[src/rtl/stack_pkg.sv]
// Shared types and helpers for the parameterised LIFO stack.
package stack_pkg;

    typedef enum logic [2:0] {
        OP_IDLE,
        OP_PEEK,
        OP_REPL,
        OP_POP,
        OP_PUSH
    } op_e;

    function automatic int cnt_width(input int depth);
        return $clog2(depth + 1);
    endfunction

endpackage

[src/rtl/stack_mem.sv]
// Stack storage: one synchronous write port, one asynchronous read port.
module stack_mem
    import stack_pkg::*;
#(
    parameter int WIDTH = 8,
    parameter int DEPTH = 32,
    parameter int AW    = (DEPTH > 1) ? $clog2(DEPTH) : 1
) (
    input  logic             clk,
    input  logic             we_i,
    input  logic [AW-1:0]    waddr_i,
    input  logic [WIDTH-1:0] wdata_i,
    input  logic [AW-1:0]    raddr_i,
    output logic [WIDTH-1:0] rdata_o
);

    logic [WIDTH-1:0] mem_q [DEPTH];

    always_ff @(posedge clk) begin
        if (we_i) begin
            mem_q[waddr_i] <= wdata_i;
        end
    end

    // Address wraps past DEPTH-1 only when the stack is empty; read is unused then.
    assign rdata_o = (int'(raddr_i) < DEPTH) ? mem_q[raddr_i] : '0;

endmodule

[src/rtl/param_stack.sv]
// LIFO stack with peek, replace, registered result and overflow/underflow pulses.
module param_stack
    import stack_pkg::*;
#(
    parameter int WIDTH = 8,
    parameter int DEPTH = 32,
    parameter int CNT_W = cnt_width(DEPTH)
) (
    input  logic             clk,
    input  logic             rst,
    input  logic [WIDTH-1:0] dataIn,
    input  logic             push,
    input  logic             pop,
    input  logic             tos,
    output logic [WIDTH-1:0] resStk,
    output logic             valid,
    output logic [CNT_W-1:0] count,
    output logic             full,
    output logic             empty,
    output logic             ovf,
    output logic             udf
);

    localparam int AW = (DEPTH > 1) ? $clog2(DEPTH) : 1;

    op_e              op;
    logic [CNT_W-1:0] count_q, count_d;
    logic [WIDTH-1:0] res_q, res_d;
    logic             valid_q, valid_d;
    logic             ovf_q, ovf_d;
    logic             udf_q, udf_d;
    logic             is_full, is_empty;
    logic             we;
    logic [AW-1:0]    waddr;
    logic [AW-1:0]    top_addr;
    logic [WIDTH-1:0] top_data;

    assign is_full  = (count_q == CNT_W'(DEPTH));
    assign is_empty = (count_q == '0);
    assign top_addr = AW'(count_q - CNT_W'(1));

    always_comb begin
        op = OP_IDLE;
        if (tos) begin
            op = OP_PEEK;
        end else if (push && pop) begin
            op = OP_REPL;
        end else if (pop) begin
            op = OP_POP;
        end else if (push) begin
            op = OP_PUSH;
        end
    end

    always_comb begin
        count_d = count_q;
        res_d   = res_q;
        valid_d = 1'b0;
        ovf_d   = 1'b0;
        udf_d   = 1'b0;
        we      = 1'b0;
        waddr   = top_addr;
        case (op)
            OP_PEEK: begin
                if (is_empty) begin
                    udf_d = 1'b1;
                end else begin
                    res_d   = top_data;
                    valid_d = 1'b1;
                end
            end
            OP_REPL: begin
                valid_d = 1'b1;
                // Empty replace bypasses storage and just echoes the word.
                if (is_empty) begin
                    res_d = dataIn;
                end else begin
                    res_d = top_data;
                    we    = 1'b1;
                end
            end
            OP_POP: begin
                if (is_empty) begin
                    udf_d = 1'b1;
                end else begin
                    res_d   = top_data;
                    count_d = count_q - CNT_W'(1);
                    valid_d = 1'b1;
                end
            end
            OP_PUSH: begin
                if (is_full) begin
                    ovf_d = 1'b1;
                end else begin
                    we      = 1'b1;
                    waddr   = AW'(count_q);
                    res_d   = dataIn;
                    count_d = count_q + CNT_W'(1);
                    valid_d = 1'b1;
                end
            end
            default: ;
        endcase
    end

    stack_mem #(
        .WIDTH (WIDTH),
        .DEPTH (DEPTH),
        .AW    (AW)
    ) u_mem (
        .clk     (clk),
        .we_i    (we && !rst),
        .waddr_i (waddr),
        .wdata_i (dataIn),
        .raddr_i (top_addr),
        .rdata_o (top_data)
    );

    always_ff @(posedge clk) begin
        if (rst) begin
            count_q <= '0;
            res_q   <= '0;
            valid_q <= 1'b0;
            ovf_q   <= 1'b0;
            udf_q   <= 1'b0;
        end else begin
            count_q <= count_d;
            res_q   <= res_d;
            valid_q <= valid_d;
            ovf_q   <= ovf_d;
            udf_q   <= udf_d;
        end
    end

    assign resStk = res_q;
    assign valid  = valid_q;
    assign count  = count_q;
    assign full   = is_full;
    assign empty  = is_empty;
    assign ovf    = ovf_q;
    assign udf    = udf_q;

endmodule
[config.mk]
export PLATFORM = sky130hd
export DESIGN_NAME = param_stack
export DESIGN_NICKNAME = d
export VERILOG_FILES = /design/src/rtl/stack_pkg.sv /design/src/rtl/stack_mem.sv /design/src/rtl/param_stack.sv
export SDC_FILE = /design/constraint.sdc
export NUM_CORES = 1
export LEC_CHECK = 0
export CORE_MARGIN = 2
export CORE_UTILIZATION = 55
export DETAILED_ROUTE_END_ITERATION = 12
export HOLD_SLACK_MARGIN = 0.12
export PLACE_DENSITY = 0.74
export SYNTH_ARGS = -nofsm -noshare
export SYNTH_HDL_FRONTEND = slang
export SYNTH_SLANG_ARGS = --single-unit
[constraint.sdc]
create_clock -name clk -period 4.5 [get_ports clk]
set_clock_uncertainty 0.15 [all_clocks]
set_input_delay 0.675 -clock clk [delete_from_list [all_inputs] [get_ports clk]]
set_output_delay 0.675 -clock clk [all_outputs]
set_load 0.005 [all_outputs]
# Word-level counts from Yosys, hierarchy flattened
# Memory sizes are Yosys's and may differ from the RTL's.
# Index checks and enable logic that the tools add are counted.
[classes]
n_reduce_logical = 11
mux = 21
n_eq_ne = 8
addsub = 2
bitwise_logic = 2
[op_table]
columns = ["operator", "count"]
rows = [
  ["8-bit two-way mux", 3],
  ["8-bit case mux with 3 select lines", 1],
  ["3-bit two-way mux", 4],
  ["6-bit two-way mux", 2],
  ["6-bit case mux with 2 select lines", 1],
  ["5-bit two-way mux", 2],
  ["6-bit by 1-bit adder with 6-bit output (second input constant)", 1],
  ["3-bit by 2-bit equality test with 1-bit output (second input constant)", 2],
  ["6-bit equality test (second input constant)", 1],
  ["6-bit zero test", 1],
  ["1-bit two-way mux", 6],
  ["2-bit != test (second input constant)", 3],
  ["3-bit AND reduction", 2],
  ["2-bit OR reduction", 3],
  ["6-bit by 1-bit subtractor with 6-bit output (second input constant)", 1],
  ["3-bit by 1-bit equality test with 1-bit output (second input constant)", 1],
  ["3-bit equality test (second input constant)", 1],
  ["1-bit case mux with 3 select lines", 1],
  ["3-bit nonzero test", 1],
  ["1-bit logical AND", 2],
  ["1-bit NOT", 2],
  ["1-bit case mux with 2 select lines", 1],
  ["2-bit nonzero test", 1],
  ["1-bit zero test", 1],
]
[word_totals]
reg_bits = 17
mem_bits_rw = 256
out_inout_bits = 19
in_bits = 13
n_memories = 1
word_cells = 50
[memory_table]
columns = ["name", "depth", "width", "read_ports", "rd_clocked_by_memory_dff", "wr", "line_no", "source"]
rows = [
  ["u_mem.mem_q", 32, 8, 1, 0, 1, "stack_mem.sv:17", "logic [WIDTH-1:0] mem_q [DEPTH];"],
]

# Depth between registers and ports, before layout
# Gate-level depths: netlist of the first run.
[logic_depth]
word_depth = 9
depth_mapped = 12

# Cells and area by module
# A second synthesis of the first run with hierarchy kept.
[hier_totals]
cells_unflattened = 561
area_unflattened_um2 = 11073.1
[by_module_without_submodules]
columns = ["module", "cells_each", "area_per_inst_um2", "n_inst"]
rows = [
  ["stack_mem", 409, 9893.2, 1],
  ["param_stack", 152, 1179.9, 1],
]

# Worst setup path before layout of the first run
# Ideal clock, no wire load.
[synth_path]
kind = "flip-flop to flip-flop"
startpoint = "register count_q[0] (netlist: count[0])"
endpoint = "memory u_mem.mem_q[12][0] (enable)"
path_stages_with_launch = 12
required_time_ns = 3.980
period_less_slack_ns = 3.499
slack_ns = 1.001
t_arrival_ns = 2.979
cell_sequence = "dfxtp_1 clkbuf_1 inv_1 clkbuf_1 ha_1 buf_2 or3b_2 nor2_1 a21oi_1 or3_1 buf_2 nor2_1"
[synth_via]
elab_chain_len = 6
[synth_lines]
columns = ["item", "line_no", "source"]
rows = [
  ["start, declared", "param_stack.sv:27", "logic [CNT_W-1:0] count_q, count_d;"],
  ["start signal, assigned", "param_stack.sv:127", "count_q <= count_d;"],
  ["6-bit equality test / 6-bit zero test (equally long branches)", "param_stack.sv:38, param_stack.sv:39", ""],
  ["1-bit two-way mux (on tied branches)", "param_stack.sv:92, param_stack.sv:75", ""],
  ["1-bit case mux with 2 select lines", "param_stack.sv:63", "case (op)"],
  ["1-bit logical AND", "param_stack.sv:112", ".we_i (we && !rst),"],
  ["1-bit two-way mux", "stack_mem.sv:20", "if (we_i) begin"],
  ["1-bit two-way mux (not written as such)", "stack_mem.sv:21", "mem_q[waddr_i] <= wdata_i;"],
  ["end, declared", "stack_mem.sv:17", ""],
]
# Parallel ways exist; a longest one is shown, timed or not.

# Worst setup path in the final report of the first run
# Same ends and word-level chain as after synthesis.

==> results of run 1 <==
## path summary, 6_finish.rpt
path	start	end	slack, ns
worst max-delay path	count[0]	u_mem.mem_q[12][0]	0.77
worst min-delay path	resStk[4]	resStk[4]	0.39
worst max register to register	count[0]	u_mem.mem_q[12][0]	0.77
worst min register to register	resStk[4]	resStk[4]	0.39
## stage by stage
stage	std cells	cell area (sq um)
4_1_cts	1111	12820
5_1_grt	1111	12820
6_report	1111	12820
2_1_floorplan	778	11320
3_5_place_dp	1062	11960
3_3_place_gp	1062	11960
## synth_stat cells (4+ instances only)
| library cell | n | share of area [%] |
|---|---|---|
| a21o_1 | 4 | 0.27 |
| nand2_1 | 145 | 4.8 |
| o221ai_1 | 6 | 0.46 |
| inv_1 | 16 | 0.53 |
| dfxtp_1 | 17 | 3.0 |
| nor2b_1 | 5 | 0.28 |
| buf_6 | 7 | 0.70 |
| a32oi_1 | 16 | 1.2 |
| o22ai_1 | 10 | 0.55 |
| or3_1 | 4 | 0.22 |
| xnor2_1 | 5 | 0.39 |
| mux2_2 | 17 | 1.7 |
| a31oi_1 | 18 | 0.99 |
| a311o_1 | 8 | 0.71 |
| clkbuf_1 | 26 | 0.86 |
| nor3_1 | 4 | 0.18 |
| a21oi_1 | 10 | 0.44 |
| buf_2 | 6 | 0.27 |
| nor2_2 | 11 | 0.61 |
| mux4_2 | 24 | 4.8 |
| o21ai_0 | 14 | 0.62 |
| mux2i_1 | 21 | 1.9 |
| nand3_1 | 37 | 1.6 |
| nor2_1 | 48 | 1.6 |
| edfxtp_1 | 256 | 68 |
## routing by layer
metal	wire length, um	share of wire, %	vias up
li1	-	-	3035
met2	12790	50	296
met3	1636	6.5	68
met5	0	0	-
met4	826	3.3	0
met1	10100	40	3414
## worst max-delay path, stage by stage, from the launching register on
cell and delay (ns):
dfxtp_1 0.31, inv_1 0.33, ha_1 0.62, or3b_2 0.51, nor2_1 0.16, a21oi_1 0.11, or3_1 0.50, nor2_1 0.64
## cell families (layout without fill, tap and decap cells)
kind of cell / Yosys count / count (layout)
mux: 62 / 62
flops: 273 / 273
compound gates: 102 / 102
simple gates: 272 / 272
buf+inv: 60 / 123
fa+ha+maj: 3 / 3
xor+xnor: 6 / 6
## registers in the layout, indices dropped and copies added (netlist names)
name	count
valid	1
ovf	1
resStk	8
count	6
u_mem.mem_q	256
udf	1
## final cells by class
class	count	area [sq um]
flip-flops and latches	273	8028
fillers	1417	7410
multi-input cells	445	3010
clock buffers	32	704.4
repair buffers	58	525.5
well taps	270	337.8
clock inverters	17	158.9
inverters	16	60.06
## power groups by stage
stage	combinational [mW]	clock [mW]	sequential, mW
3_3_place_gp	1.17	0	2.93
3_5_place_dp	1.19	0	2.93
6_report	1.20	2.20	2.88
5_1_grt	1.30	2.32	2.88
4_1_cts	1.20	2.21	2.87
2_1_floorplan	0.828	0	2.90
==> flow_metrics.tcl, run 1 <==
set metrics [dict create \
    post_cts_buffers 0 \
    maxSlewViolCount 0 \
    p_total_mw 6.275 \
    final_util_pct 63.38 \
    drt_iter0_markers 646 \
    setup_viol 0 \
    clkTransAtPathRegs_ns 0.07 \
    p_sw_share_pct 26.81 \
    async_flop_share_pct 0 \
    grt_max_degree 72 \
    holdWs_ns 0.3906 \
    synth-compound-area-share_pct 6.576 \
    vias 6813 \
    design.core.area_sq_um 20230 \
    row_count 52 \
    synth-adder-area-share_pct 0.3316 \
    p_per_area_nw_per_um2 489.3 \
    mostFrequentLayoutCells "edfxtp_1 (256), nand2_1 (145), nor2_1 (48)" \
    crit_path_end_kind "flop" \
    met2_usage_pct 40.21 \
    ff2ff_path_depth 7 \
    rsz0062_at_grt "false" \
    power_frac_clock_pct 35.0 \
    tns_ns 0 \
    clock_latency_ns 0.54 \
    yosysSeqAreaShare_pct 70.91 \
    share_comb_of_total_power_pct 19.2 \
    power_frac_seq_pct 45.8 \
    whs_path_depth 2 \
    synth-edff-count 256 \
    drive_gt1_share_pct 15.46 \
    tightest_slew_ns 1.051 \
    hpwl_um 16070 \
    die_h_um 147.5 \
    cts_sinks 273 \
    cts_root_buf "clkbuf_16" \
    ant_nets 0 \
    grt-ovfl-total 0 \
    io_pins 32 \
    avgSynthCellArea_sq_um 14.55 \
    fmax_mhz 268.3 \
    layout_setup_ws_ns 0.7724 \
    io_buffers 31 \
    die_w_um 147.5 \
    wirelength_um 25350 \
    num_antenna_cells 0 \
    start_kind "flop" \
    area_growth_pct 13.28 \
    cts_tree "built" \
    vias_per_cell 6.132 \
    hold_viol 0 \
    grtUsageTotal_pct 23.77 \
    crit_path_max_fanout 12 \
    cp.required_ns 4.51 \
    wl_per_cell_um 22.82 \
    worst_ep_arrival_time_ns 3.74 \
    status "finished clean" \
    hold_buffers 0 \
    grt-busiest-layer "met2" \
    ir_worst_vdd_mv 0.3791 \
    antenna_found_initial 0 \
    drv_cap 0 \
    synth_top_family_by_area "simple AND/OR/NAND/NOR gates" \
    p_switching_mw 1.682 \
    synth_nets 794 \
    final_common_cell "edfxtp_1" \
    synth_mux_area_share_pct 8.322 \
    synth_cells 778 \
    use_met1_pct 32.17 \
    leakage_nw 4.255 \
    synthDistinctLibCells 54 \
    cts_buffer_depth 3 \
    finalCriticalPeriod_ns 3.728 \
    synth_top_flop_cell "edfxtp_1" \
    synth_xor_area_share_pct 0.6300 \
    mappedNetlistArea_sq_um 11320 \
    synthSimpleGateAreaFrac_pct 10.64 \
    slew_headroom_pct 29.70 \
    post-place-ws_ns 0.4772 \
    crit_type "reg2reg" \
    first_pass_iters 5 \
    gp_congestion 0.9896 \
    dieArea_sq_um 21750 \
    p_int_mw 4.593 \
    grt_pass1_wl_um 38990 \
    start_util_pct 55.95 \
    hold_class "reg2reg" \
    grt_pass1_vias 6711 \
    fin_nets 837 \
    cts_buffers 27 \
    synth-seq-cells 273 \
    period_share_pct 82.83 \
    use_met3_pct 3.117 \
    post-route-drc-count 0 \
    ctsResizeCount 0 \
    yosysWarnings 0 \
    h-tree-depth 1 \
]
Note: power is estimated with default switching activity, not from simulation.
==> run 2: changes to the inputs <==
- clock period: 4.5 -> 3.8 ns (I/O delays scaled with it)
==> run 2 against run 1 <==
Flip-flop and latch count unchanged. Largest power group unchanged. Core utilization increased by 0.64 points. Global-route usage increased by 0.43 points. Die area unchanged. Sequential share of layout area decreased by 0.62 points. Critical endpoint is now full. First-iteration DRC count decreased by 1.7%. Non-clock buffer count increased by 14. Critical path depth decreased by 1. Wire length increased by 1.8%. Power increased by 19%. Final cell count increased by 1.3%. Combinational power increased by 22%.
==> flow_metrics.tcl, run 2 (synthesized netlist as in run 1, its figures left out) <==
set metrics [dict create \
    status "finished clean" \
    crit_type "reg2out" \
    die_h_um 147.5 \
    io_buffers 31 \
    first_pass_iters 5 \
    regArea_sq_um 8028 \
    multi_input_area_sq_um 3010 \
    cts_tree "built" \
    die_w_um 147.5 \
    drv_cap 0 \
    grt_max_degree 73 \
    vias_per_cell 6.087 \
    whs_endpoint "resStk[4]" \
    crit_path_top_delay_cell "nor4b_1" \
    grtUsageTotal_pct 24.21 \
    r2r-start "count[1]" \
    io_pins 32 \
    use_met3_pct 3.426 \
    cts_root_buf "clkbuf_16" \
    critPathBufInv 3 \
    dieArea_sq_um 21750 \
    r2r-end "u_mem.mem_q[29][1]" \
    top_register "u_mem.mem_q" \
    tns_ns 0 \
    antenna_found_initial 0 \
    hold_class "reg2reg" \
    grt-busiest-layer "met2" \
    p_per_area_nw_per_um2 578.5 \
    cts_buffer_depth 3 \
    post_cts_buffers 0 \
    cts_sinks 273 \
    ir_worst_vdd_mv 0.4369 \
    tightest_slew_ns 1.067 \
    num_antenna_cells 0 \
    place_area_sq_um 12070 \
    cp.required_ns 3.08 \
    grt_pass1_vias 6806 \
    crit_family "simple AND/OR/NAND/NOR gates" \
    mostFrequentLayoutCells "edfxtp_1 (256), nand2_1 (145), nor2_1 (48)" \
    ant_nets 0 \
    hold_viol 0 \
    met2_usage_pct 42.48 \
    path_common_cell "inv_1" \
    design.core.area_sq_um 20230 \
    crit_path_max_fanout 3 \
    drt_iter0_markers 635 \
    start_kind "flop" \
    wl_per_cell_um 22.95 \
    largest_reg_flops 256 \
    grt-ovfl-total 0 \
    final_common_cell "edfxtp_1" \
    worst_ep_arrival_time_ns 2.45 \
    use_met1_pct 31.94 \
    leakage_nw 4.345 \
    setup_viol 0 \
    fin_nets 851 \
    hpwl_um 16300 \
    period_share_pct 83.41 \
    finalInstanceArea_sq_um 12950 \
    area_growth_pct 14.42 \
    wirelength_um 25820 \
    whs_path_depth 2 \
    fillCellCount 1411 \
    post-route-drc-count 0 \
    fmax_mhz 315.5 \
    worstHoldStart "resStk[4]" \
    drive_gt1_share_pct 16.96 \
    grt_pass1_wl_um 39770 \
    clkTransAtPathRegs_ns 0.06 \
    cts_buffers 27 \
    rsz0062_at_grt "false" \
    start_util_pct 55.95 \
    slew_headroom_pct 28.60 \
    maxSlewViolCount 0 \
    slowest_delay_ns 0.52 \
    row_count 52 \
    finalCriticalPeriod_ns 3.170 \
    hold_buffers 0 \
    vias 6848 \
    ctsResizeCount 0 \
    ff2ff_path_depth 7 \
    path_cells "inv_1 -> ha_2 -> nor4b_1 -> nand2_1 -> inv_1 -> clkdlybuf4s50_1" \
    gp_congestion 0.9163 \
    h-tree-depth 1 \
    reg2reg_slack_ns 0.66 \
    crit_path_end_kind "output pin" \
    clock_latency_ns 0.54 \
]
## run 2: cell count changes in the layout (fill, tap and decap cells not counted), sizes merged
cell and change:
clkinvlp -2, buf +14, inv +1, bufinv +1
## run 2: power by group
group	leakage, nW	switching, mW	internal (mW)	total, mW
logic	1.47	0.881	0.575	1.46
clock network	0.434	1.08	1.58	2.65
registers	2.44	0.0393	3.34	3.38
total	4.34	2.00	5.50	7.49
## run 2: routing by layer
layer / part of all wire, % / routed length, um
met1: 40 / 10260
met2: 51 / 13120
met3: 6.9 / 1787
met4: 2.5 / 648
met5: 0 / 0
## run 2: worst max-delay path by stage
stage / start / endpoint / slack, ns / cells past startpoint
after floorplan: count[0] / u_mem.mem_q[12][0] / 0.30 / 11
after global placement: pop / u_mem.mem_q[13][2] / 0.42 / 7
after detailed placement: tos / u_mem.mem_q[15][4] / 0.34 / 7
after CTS: count[1] / empty / 0.67 / 5
after global routing: count[1] / u_mem.mem_q[16][3] / 0.45 / 8
final: count[1] / full / 0.63 / 6
## run 2: worst reg2reg max path: stages (launching register included)
cell     delay, ns
dfxtp_1       0.32
inv_1         0.11
ha_2          0.19
or4b_4        0.53
o21ai_4       0.28
a31oi_1       0.16
or3_1         0.57
nor2_2        0.48
## run 2: area by class of cell
class | instances | area share (%)
Clock buffer | 32 | 5.361
Inverter | 16 | 0.4636
Timing Repair Buffer | 72 | 4.868
Multi-Input combinational cell | 445 | 23.24
Clock inverter | 17 | 1.487
Sequential cell | 273 | 61.97
Tap cell | 270 | 2.608
## run 2: stage by stage
| stage | setup slack, ns | power [mW] | instances | hold WS (ns) | utilization, % |
|---|---|---|---|---|---|
| finish | 0.6303 | 7.494 | 1125 | 0.3880 | 64.02 |
| global route | 0.4476 | 7.747 | 1125 | 0.4144 | 64.02 |
| CTS | 0.6674 | 7.524 | 1125 | 0.3911 | 64.02 |
| detailed placement | 0.3360 | 4.879 | 1076 | 0.3826 | 59.63 |
| global placement | 0.4167 | 4.850 | 1076 | 0.3849 | 59.63 |
| floorplan | 0.3012 | 4.418 | 778 | 0.3601 | - |
